**src/rtl/uart_tx_scheduler_if.sv**
```systemverilog
// Bundle between the two frame requesters, the scheduler and the UART TX load port.
// Handshakes: a requester holds *_VALID/*_DATA/*_TWO until it sees a one-cycle *_ACK (frame
// captured); the scheduler holds TX_D_VALID/TX_P_DATA until TX_BUSY is sampled rising.
interface uart_tx_scheduler_if #(
    parameter int DATA_WIDTH = 8
);
    logic                    REQ0_VALID;
    logic [2*DATA_WIDTH-1:0] REQ0_DATA;
    logic                    REQ0_TWO;
    logic                    REQ0_ACK;
    logic                    REQ1_VALID;
    logic [2*DATA_WIDTH-1:0] REQ1_DATA;
    logic                    REQ1_TWO;
    logic                    REQ1_ACK;
    logic [DATA_WIDTH-1:0]   TX_P_DATA;
    logic                    TX_D_VALID;
    logic                    TX_BUSY;
    logic                    SCHED_BUSY;
    logic                    TX_ERR;

    modport master (
        input  REQ0_VALID, REQ0_DATA, REQ0_TWO,
        input  REQ1_VALID, REQ1_DATA, REQ1_TWO,
        input  TX_BUSY,
        output REQ0_ACK, REQ1_ACK,
        output TX_P_DATA, TX_D_VALID, SCHED_BUSY, TX_ERR
    );

    modport slave (
        output REQ0_VALID, REQ0_DATA, REQ0_TWO,
        output REQ1_VALID, REQ1_DATA, REQ1_TWO,
        output TX_BUSY,
        input  REQ0_ACK, REQ1_ACK,
        input  TX_P_DATA, TX_D_VALID, SCHED_BUSY, TX_ERR
    );
endinterface

```
**src/rtl/uart_tx_scheduler.sv**
```systemverilog
// Round-robin scheduler sharing one UART TX between two requesters, 1- or 2-byte frames, low byte first.
// Optional busy-rise timeout with sticky TX_ERR is enabled by defining UART_SCHED_TIMEOUT_EN.
module uart_tx_scheduler #(
    parameter int DATA_WIDTH = 8,
    parameter int TIMEOUT_W  = 8
) (
    input  logic                CLK,
    input  logic                RST,
    uart_tx_scheduler_if.master bus,
    output logic [1:0]          dbg_state_o
);
    typedef enum logic [1:0] {
        S_IDLE  = 2'd0,
        S_ISSUE = 2'd1,
        S_DRAIN = 2'd2
    } state_t;

    state_t                  state_q, state_d;
    logic                    last_grant_q, last_grant_d;
    logic                    idx_q, idx_d;
    logic [2*DATA_WIDTH-1:0] data_q, data_d;
    logic                    two_q, two_d;
    logic                    ack0_q, ack0_d;
    logic                    ack1_q, ack1_d;
    logic                    armed_q, armed_d;
    logic                    grant1;
    logic [DATA_WIDTH-1:0]   byte_sel;

`ifdef UART_SCHED_TIMEOUT_EN
    // Abort on the cycle the counter would reach all-ones.
    localparam logic [TIMEOUT_W-1:0] TO_LAST = {{(TIMEOUT_W-1){1'b1}}, 1'b0};
    logic [TIMEOUT_W-1:0] cnt_q, cnt_d;
    logic                 err_q, err_d;
`endif

    assign grant1 = bus.REQ1_VALID && (!bus.REQ0_VALID || !last_grant_q);

    always_ff @(posedge CLK or negedge RST) begin
        if (!RST) begin
            state_q      <= S_IDLE;
            last_grant_q <= 1'b1;
            idx_q        <= 1'b0;
            data_q       <= '0;
            two_q        <= 1'b0;
            ack0_q       <= 1'b0;
            ack1_q       <= 1'b0;
            armed_q      <= 1'b0;
`ifdef UART_SCHED_TIMEOUT_EN
            cnt_q        <= '0;
            err_q        <= 1'b0;
`endif
        end else begin
            state_q      <= state_d;
            last_grant_q <= last_grant_d;
            idx_q        <= idx_d;
            data_q       <= data_d;
            two_q        <= two_d;
            ack0_q       <= ack0_d;
            ack1_q       <= ack1_d;
            armed_q      <= armed_d;
`ifdef UART_SCHED_TIMEOUT_EN
            cnt_q        <= cnt_d;
            err_q        <= err_d;
`endif
        end
    end

    // armed_q: TX_BUSY has been seen low during this ISSUE, so the next high sample is a genuine
    // rise caused by our load rather than the tail of a previous transfer.
    always_comb begin
        state_d      = state_q;
        last_grant_d = last_grant_q;
        idx_d        = idx_q;
        data_d       = data_q;
        two_d        = two_q;
        ack0_d       = 1'b0;
        ack1_d       = 1'b0;
        armed_d      = armed_q;
`ifdef UART_SCHED_TIMEOUT_EN
        cnt_d        = cnt_q;
        err_d        = err_q;
`endif
        case (state_q)
            S_IDLE: begin
                if (bus.REQ0_VALID || bus.REQ1_VALID) begin
                    if (grant1) begin
                        data_d       = bus.REQ1_DATA;
                        two_d        = bus.REQ1_TWO;
                        ack1_d       = 1'b1;
                        last_grant_d = 1'b1;
                    end else begin
                        data_d       = bus.REQ0_DATA;
                        two_d        = bus.REQ0_TWO;
                        ack0_d       = 1'b1;
                        last_grant_d = 1'b0;
                    end
                    idx_d   = 1'b0;
                    armed_d = !bus.TX_BUSY;
                    state_d = S_ISSUE;
`ifdef UART_SCHED_TIMEOUT_EN
                    cnt_d   = '0;
`endif
                end
            end
            S_ISSUE: begin
                if (bus.TX_BUSY && armed_q) begin
                    state_d = S_DRAIN;
                end else begin
                    if (!bus.TX_BUSY) begin
                        armed_d = 1'b1;
                    end
`ifdef UART_SCHED_TIMEOUT_EN
                    if (cnt_q == TO_LAST) begin
                        state_d = S_IDLE;
                        err_d   = 1'b1;
                        idx_d   = 1'b0;
                    end else begin
                        cnt_d = cnt_q + 1'b1;
                    end
`endif
                end
            end
            S_DRAIN: begin
                if (!bus.TX_BUSY) begin
                    if (two_q && !idx_q) begin
                        idx_d   = 1'b1;
                        armed_d = 1'b1;
                        state_d = S_ISSUE;
`ifdef UART_SCHED_TIMEOUT_EN
                        cnt_d   = '0;
`endif
                    end else begin
                        idx_d   = 1'b0;
                        state_d = S_IDLE;
                    end
                end
            end
            default: begin
                state_d = S_IDLE;
            end
        endcase
    end

    assign byte_sel = idx_q ? data_q[2*DATA_WIDTH-1:DATA_WIDTH] : data_q[DATA_WIDTH-1:0];

    assign bus.TX_D_VALID = (state_q == S_ISSUE);
    assign bus.TX_P_DATA  = (state_q == S_ISSUE) ? byte_sel : '0;
    assign bus.SCHED_BUSY = (state_q != S_IDLE);
    assign bus.REQ0_ACK   = ack0_q;
    assign bus.REQ1_ACK   = ack1_q;
`ifdef UART_SCHED_TIMEOUT_EN
    assign bus.TX_ERR     = err_q;
`else
    assign bus.TX_ERR     = 1'b0;
`endif
    assign dbg_state_o    = state_q;
endmodule

```
**src/flat_wrapper.sv**
```systemverilog
// flat-port wrapper written by rule: the top's interface ports become plain ports
module uart_tx_scheduler_flat 
#(
    parameter int DATA_WIDTH = 8,
    parameter int TIMEOUT_W  = 8
)
  (CLK, RST, dbg_state_o, bus_REQ0_VALID, bus_REQ0_DATA, bus_REQ0_TWO, bus_REQ1_VALID, bus_REQ1_DATA, bus_REQ1_TWO, bus_TX_BUSY, bus_REQ0_ACK, bus_REQ1_ACK, bus_TX_P_DATA, bus_TX_D_VALID, bus_SCHED_BUSY, bus_TX_ERR);
  uart_tx_scheduler_if #(.DATA_WIDTH(DATA_WIDTH)) bus_i ();
  input  logic CLK;
  input  logic RST;
  output logic [1:0] dbg_state_o;
  input wire logic [$bits(bus_i.REQ0_VALID)-1:0] bus_REQ0_VALID;
  input wire logic [$bits(bus_i.REQ0_DATA)-1:0] bus_REQ0_DATA;
  input wire logic [$bits(bus_i.REQ0_TWO)-1:0] bus_REQ0_TWO;
  input wire logic [$bits(bus_i.REQ1_VALID)-1:0] bus_REQ1_VALID;
  input wire logic [$bits(bus_i.REQ1_DATA)-1:0] bus_REQ1_DATA;
  input wire logic [$bits(bus_i.REQ1_TWO)-1:0] bus_REQ1_TWO;
  input wire logic [$bits(bus_i.TX_BUSY)-1:0] bus_TX_BUSY;
  output wire logic [$bits(bus_i.REQ0_ACK)-1:0] bus_REQ0_ACK;
  output wire logic [$bits(bus_i.REQ1_ACK)-1:0] bus_REQ1_ACK;
  output wire logic [$bits(bus_i.TX_P_DATA)-1:0] bus_TX_P_DATA;
  output wire logic [$bits(bus_i.TX_D_VALID)-1:0] bus_TX_D_VALID;
  output wire logic [$bits(bus_i.SCHED_BUSY)-1:0] bus_SCHED_BUSY;
  output wire logic [$bits(bus_i.TX_ERR)-1:0] bus_TX_ERR;
  assign bus_i.REQ0_VALID = bus_REQ0_VALID;
  assign bus_i.REQ0_DATA = bus_REQ0_DATA;
  assign bus_i.REQ0_TWO = bus_REQ0_TWO;
  assign bus_i.REQ1_VALID = bus_REQ1_VALID;
  assign bus_i.REQ1_DATA = bus_REQ1_DATA;
  assign bus_i.REQ1_TWO = bus_REQ1_TWO;
  assign bus_i.TX_BUSY = bus_TX_BUSY;
  assign bus_REQ0_ACK = bus_i.REQ0_ACK;
  assign bus_REQ1_ACK = bus_i.REQ1_ACK;
  assign bus_TX_P_DATA = bus_i.TX_P_DATA;
  assign bus_TX_D_VALID = bus_i.TX_D_VALID;
  assign bus_SCHED_BUSY = bus_i.SCHED_BUSY;
  assign bus_TX_ERR = bus_i.TX_ERR;
  uart_tx_scheduler #(.DATA_WIDTH(DATA_WIDTH), .TIMEOUT_W(TIMEOUT_W)) u_core (.CLK(CLK), .RST(RST), .bus(bus_i), .dbg_state_o(dbg_state_o));
endmodule
```
**config.mk**
```make
export PLATFORM = sky130hd
export DESIGN_NAME = uart_tx_scheduler_flat
export DESIGN_NICKNAME = d
export VERILOG_FILES = /design/src/rtl/uart_tx_scheduler_if.sv /design/src/rtl/uart_tx_scheduler.sv /design/src/flat_wrapper.sv
export SDC_FILE = /design/constraint.sdc
export NUM_CORES = 1
export LEC_CHECK = 0
export ABC_AREA = 0
export CELL_PAD_IN_SITES_DETAIL_PLACEMENT = 1
export CELL_PAD_IN_SITES_GLOBAL_PLACEMENT = 1
export CORE_MARGIN = 5
export CORE_UTILIZATION = 30
export CTS_BUF_LIST = sky130_fd_sc_hd__clkbuf_8
export DETAILED_ROUTE_END_ITERATION = 10
export GPL_TIMING_DRIVEN = 0
export PLACE_DENSITY_LB_ADDON = 0.1
export SETUP_SLACK_MARGIN = 0.3
export SLEW_MARGIN = 20
export SYNTH_ARGS = -nofsm -noshare
export SYNTH_HDL_FRONTEND = slang
export SYNTH_SLANG_ARGS = --single-unit
```
**constraint.sdc**
```tcl
create_clock -name CLK -period 2.2 [get_ports CLK]
set_clock_uncertainty 0.15 [all_clocks]
set_input_delay 0.44 -clock CLK [delete_from_list [all_inputs] [get_ports CLK]]
set_output_delay 0.44 -clock CLK [all_outputs]
set_load 0.05 [all_outputs]
```
==> metrics.csv <==
metric,value,unit
clk buf depth,2,
Worst setup EP type,output pin,
die extent in y,78.5,um
I/O Buffers,52,
Final setup viols,0,
Cells after DPL,229,
Fillers,503,
flop2flop setup slack,0.24,ns
CTS Sinks,24,
"EDFF count, synth",0,
total global-route track usage,14.6,%
FP Rows,25,
global-route wire length before repair,7.07,mm
cts bufs inserted,3,
peak supply drop,0.584,mV
Metal-1 WL,1.92,mm
DR pass1 iterations,4,
initial core utilization,30.4,%
DP HPWL,3.16,mm
GRT overflow,0,
internal power,0.00212,W
Seq cells post-synth,24,
Pleak,1.08,nW
CORE AREA,4630,um^2
Hold Fails Final Rpt,5,
part of the power in registers,22.2,%
vias per cell,4.96,
DP Worst Slack,-0.224,ns
R2R Path End,u_core.armed_q,
Remaining DRCs,0,
final instance area,2380,um^2
WL/cell,18.8,um
Synth cell types,35,
sw frac,43.5,%
# diodes,0,
Least-Margin Pin Slew,0.553,ns
nets,242,
DRT Wirelength,4.69,mm
top layer in use,met4,
Die W,78.5,um
initial antenna violation count,0,
layout cells sized above 1,37.4,%
Hold Crit Class,in2async,
Critical Path End,bus_SCHED_BUSY,
Clock transition at path regs,0.10,ns
Reg2Reg Launch Point,u_core.dbg_state_o[0],
die area,6160,um^2
Layout Cells excl Fill,249,
P_sw,0.00164,W
CTS tree,done,
RSZ-0062 raised after global routing,true,
syn_nets,169,
clock share of power,10.6,%
"antenna viol nets, final",0,
area delta synth->final,69.4,%
vias in the first global route,1351,
most frequent cells in the layout,"clkdlybuf4s50_1, dfrtp_1, buf_6, mux2i_1, buf_4",
Hold WS,-0.00803,ns
dpl cell area,2040,um^2
Worst setup startpoint,u_core.dbg_state_o[1],
fin worst setup slack,0.172,ns
sequential area share after synthesis,42.8,%
FF/Latch Area,604,um^2
Post-Synthesis Cell Area,1410,um^2
fin crit share,92.2,%
vias,1236,
R2R depth,6,
YS warnings,0,
multi-input gate area in the final layout,868,um^2
largest net degree at the start of global routing,25,
fraction of registers with async set/reset,100,%
wire length on met3,239,um
GP Congestion,0.724,
root buf cell,clkbuf_8,
syn avg cell area,11.4,um^2
"Top FF cell, synth",dfrtp_1,
failing checks,negative hold slack,
max_slew headroom,63.1,%
Power Density,1580,nW/um^2
CP Max Fanout,10,
Worst setup SP type,flop,
"most common cell after layout, fill and taps aside",clkdlybuf4s50_1,
CP arrival,1.44,ns
outcome,"complete, but fails checks",
critical path required time,1.61,ns
WL met2,2.51,mm
Setup TNS,0,ns
Final Max Tran Viols,0,
# IOs,54,
cell count after synthesis,123,
Tmin final,2.03,ns
critical path type,reg2out,
worst skew pair latency,0.27,ns
Max-Cap Viols,0,
Max Clk Rate,493,MHz
Logic pwr share,67.2,%
initial detailed-routing violation count,27,
Max H-tree Level,1,
[state kept, by name, summed over array words and instances, names as in the netlist]
register / count
u_core.idx_q: 1
u_core.bus.REQ1_ACK: 1
u_core.data_q: 16
u_core.last_grant_q: 1
u_core.bus.REQ0_ACK: 1
u_core.two_q: 1
u_core.armed_q: 1
u_core.dbg_state_o: 2
[Yosys cell counts, types with 2 or more instances]
| cell type | number | area share [%] |
|---|---|---|
| dfrtp_1 | 23 | 41 |
| mux2i_1 | 16 | 11 |
| a221o_1 | 10 | 7.1 |
| nand2_1 | 8 | 2.1 |
| nor2b_1 | 8 | 3.6 |
| ha_1 | 7 | 6.2 |
| o21ai_1 | 7 | 2.5 |
| and3_1 | 6 | 2.7 |
| and3_2 | 4 | 2.1 |
| buf_2 | 3 | 1.1 |
| inv_1 | 3 | 0.80 |
| and2_1 | 2 | 0.89 |
| buf_4 | 2 | 1.1 |
| buf_6 | 2 | 1.6 |
| mux2_4 | 2 | 2.1 |
[kinds of logic after synthesis]
group,Yosys count,synth area share [%]
AO/OA/AOI/OAI,26,16.7
adder cells (fa/ha/maj),7,6.23
buffers and inverters,11,4.80
flip-flops,24,42.8
multiplexers,18,13.5
other,1,0.267
AND/OR/NAND/NOR,36,15.7
[power by group through the flow]
stage / combinational [W] / sequential [W] / clock [W]
2_1_floorplan: 0.00133 / 0.000889 / 0
3_3_place_gp: 0.00193 / 0.000816 / 0
3_5_place_dp: 0.00198 / 0.000828 / 0
4_1_cts: 0.00221 / 0.000814 / 0.000402
5_1_grt: 0.00270 / 0.000859 / 0.000418
6_report: 0.00253 / 0.000832 / 0.000399
[metal layers]
metal	track usage, %	vias up
li1	-	592
met1	18.0	603
met2	25.8	37
met3	3.44	4
met4	3.15	0
met5	0	-
[worst min path at each step]
stage	from	end	slack (ns)	cells past startpoint
2_1_floorplan	RST	u_core.armed_q	-0.006	0
3_3_place_gp	u_core.data_q[7]	u_core.data_q[7]	0.33	2
3_5_place_dp	RST	u_core.two_q	0.32	1
4_1_cts	RST	u_core.two_q	0.03	1
5_1_grt	RST	u_core.two_q	0.04	1
6_report	RST	u_core.two_q	-0.008	1
[critical path, stage by stage (launching register included)]
cell,delay (ns)
dfrtp_2,0.44
inv_2,0.13
ha_4,0.15
buf_6,0.10
buf_8,0.12
clkinvlp_4,0.08
buf_6,0.15
[metrics by stage]
step / total power (W) / utilization [%]
floorplan: 0.00222 / -
global placement: 0.00274 / 44.2
detailed placement: 0.00281 / 44.1
CTS: 0.00343 / 48.0
global route: 0.00398 / 51.5
finish: 0.00376 / 51.5
[cell type report]
type	count	area share [%]
timing repair buffer	68	28.2
multi-input combinational	88	36.4
buffer	8	3.47
tap	54	2.84
clock buffer	3	1.73
sequential	24	25.4
clock inverter	1	1.26
inverter	3	0.735
[timing repair]
action	CTS	global route
gates cloned	0	1
setup endpoints to repair	30	30
pin swaps	0	2
setup buffers	7	8
gates resized for setup	84	24
hold buffers	0	0
(Power assumes the default switching activity.)
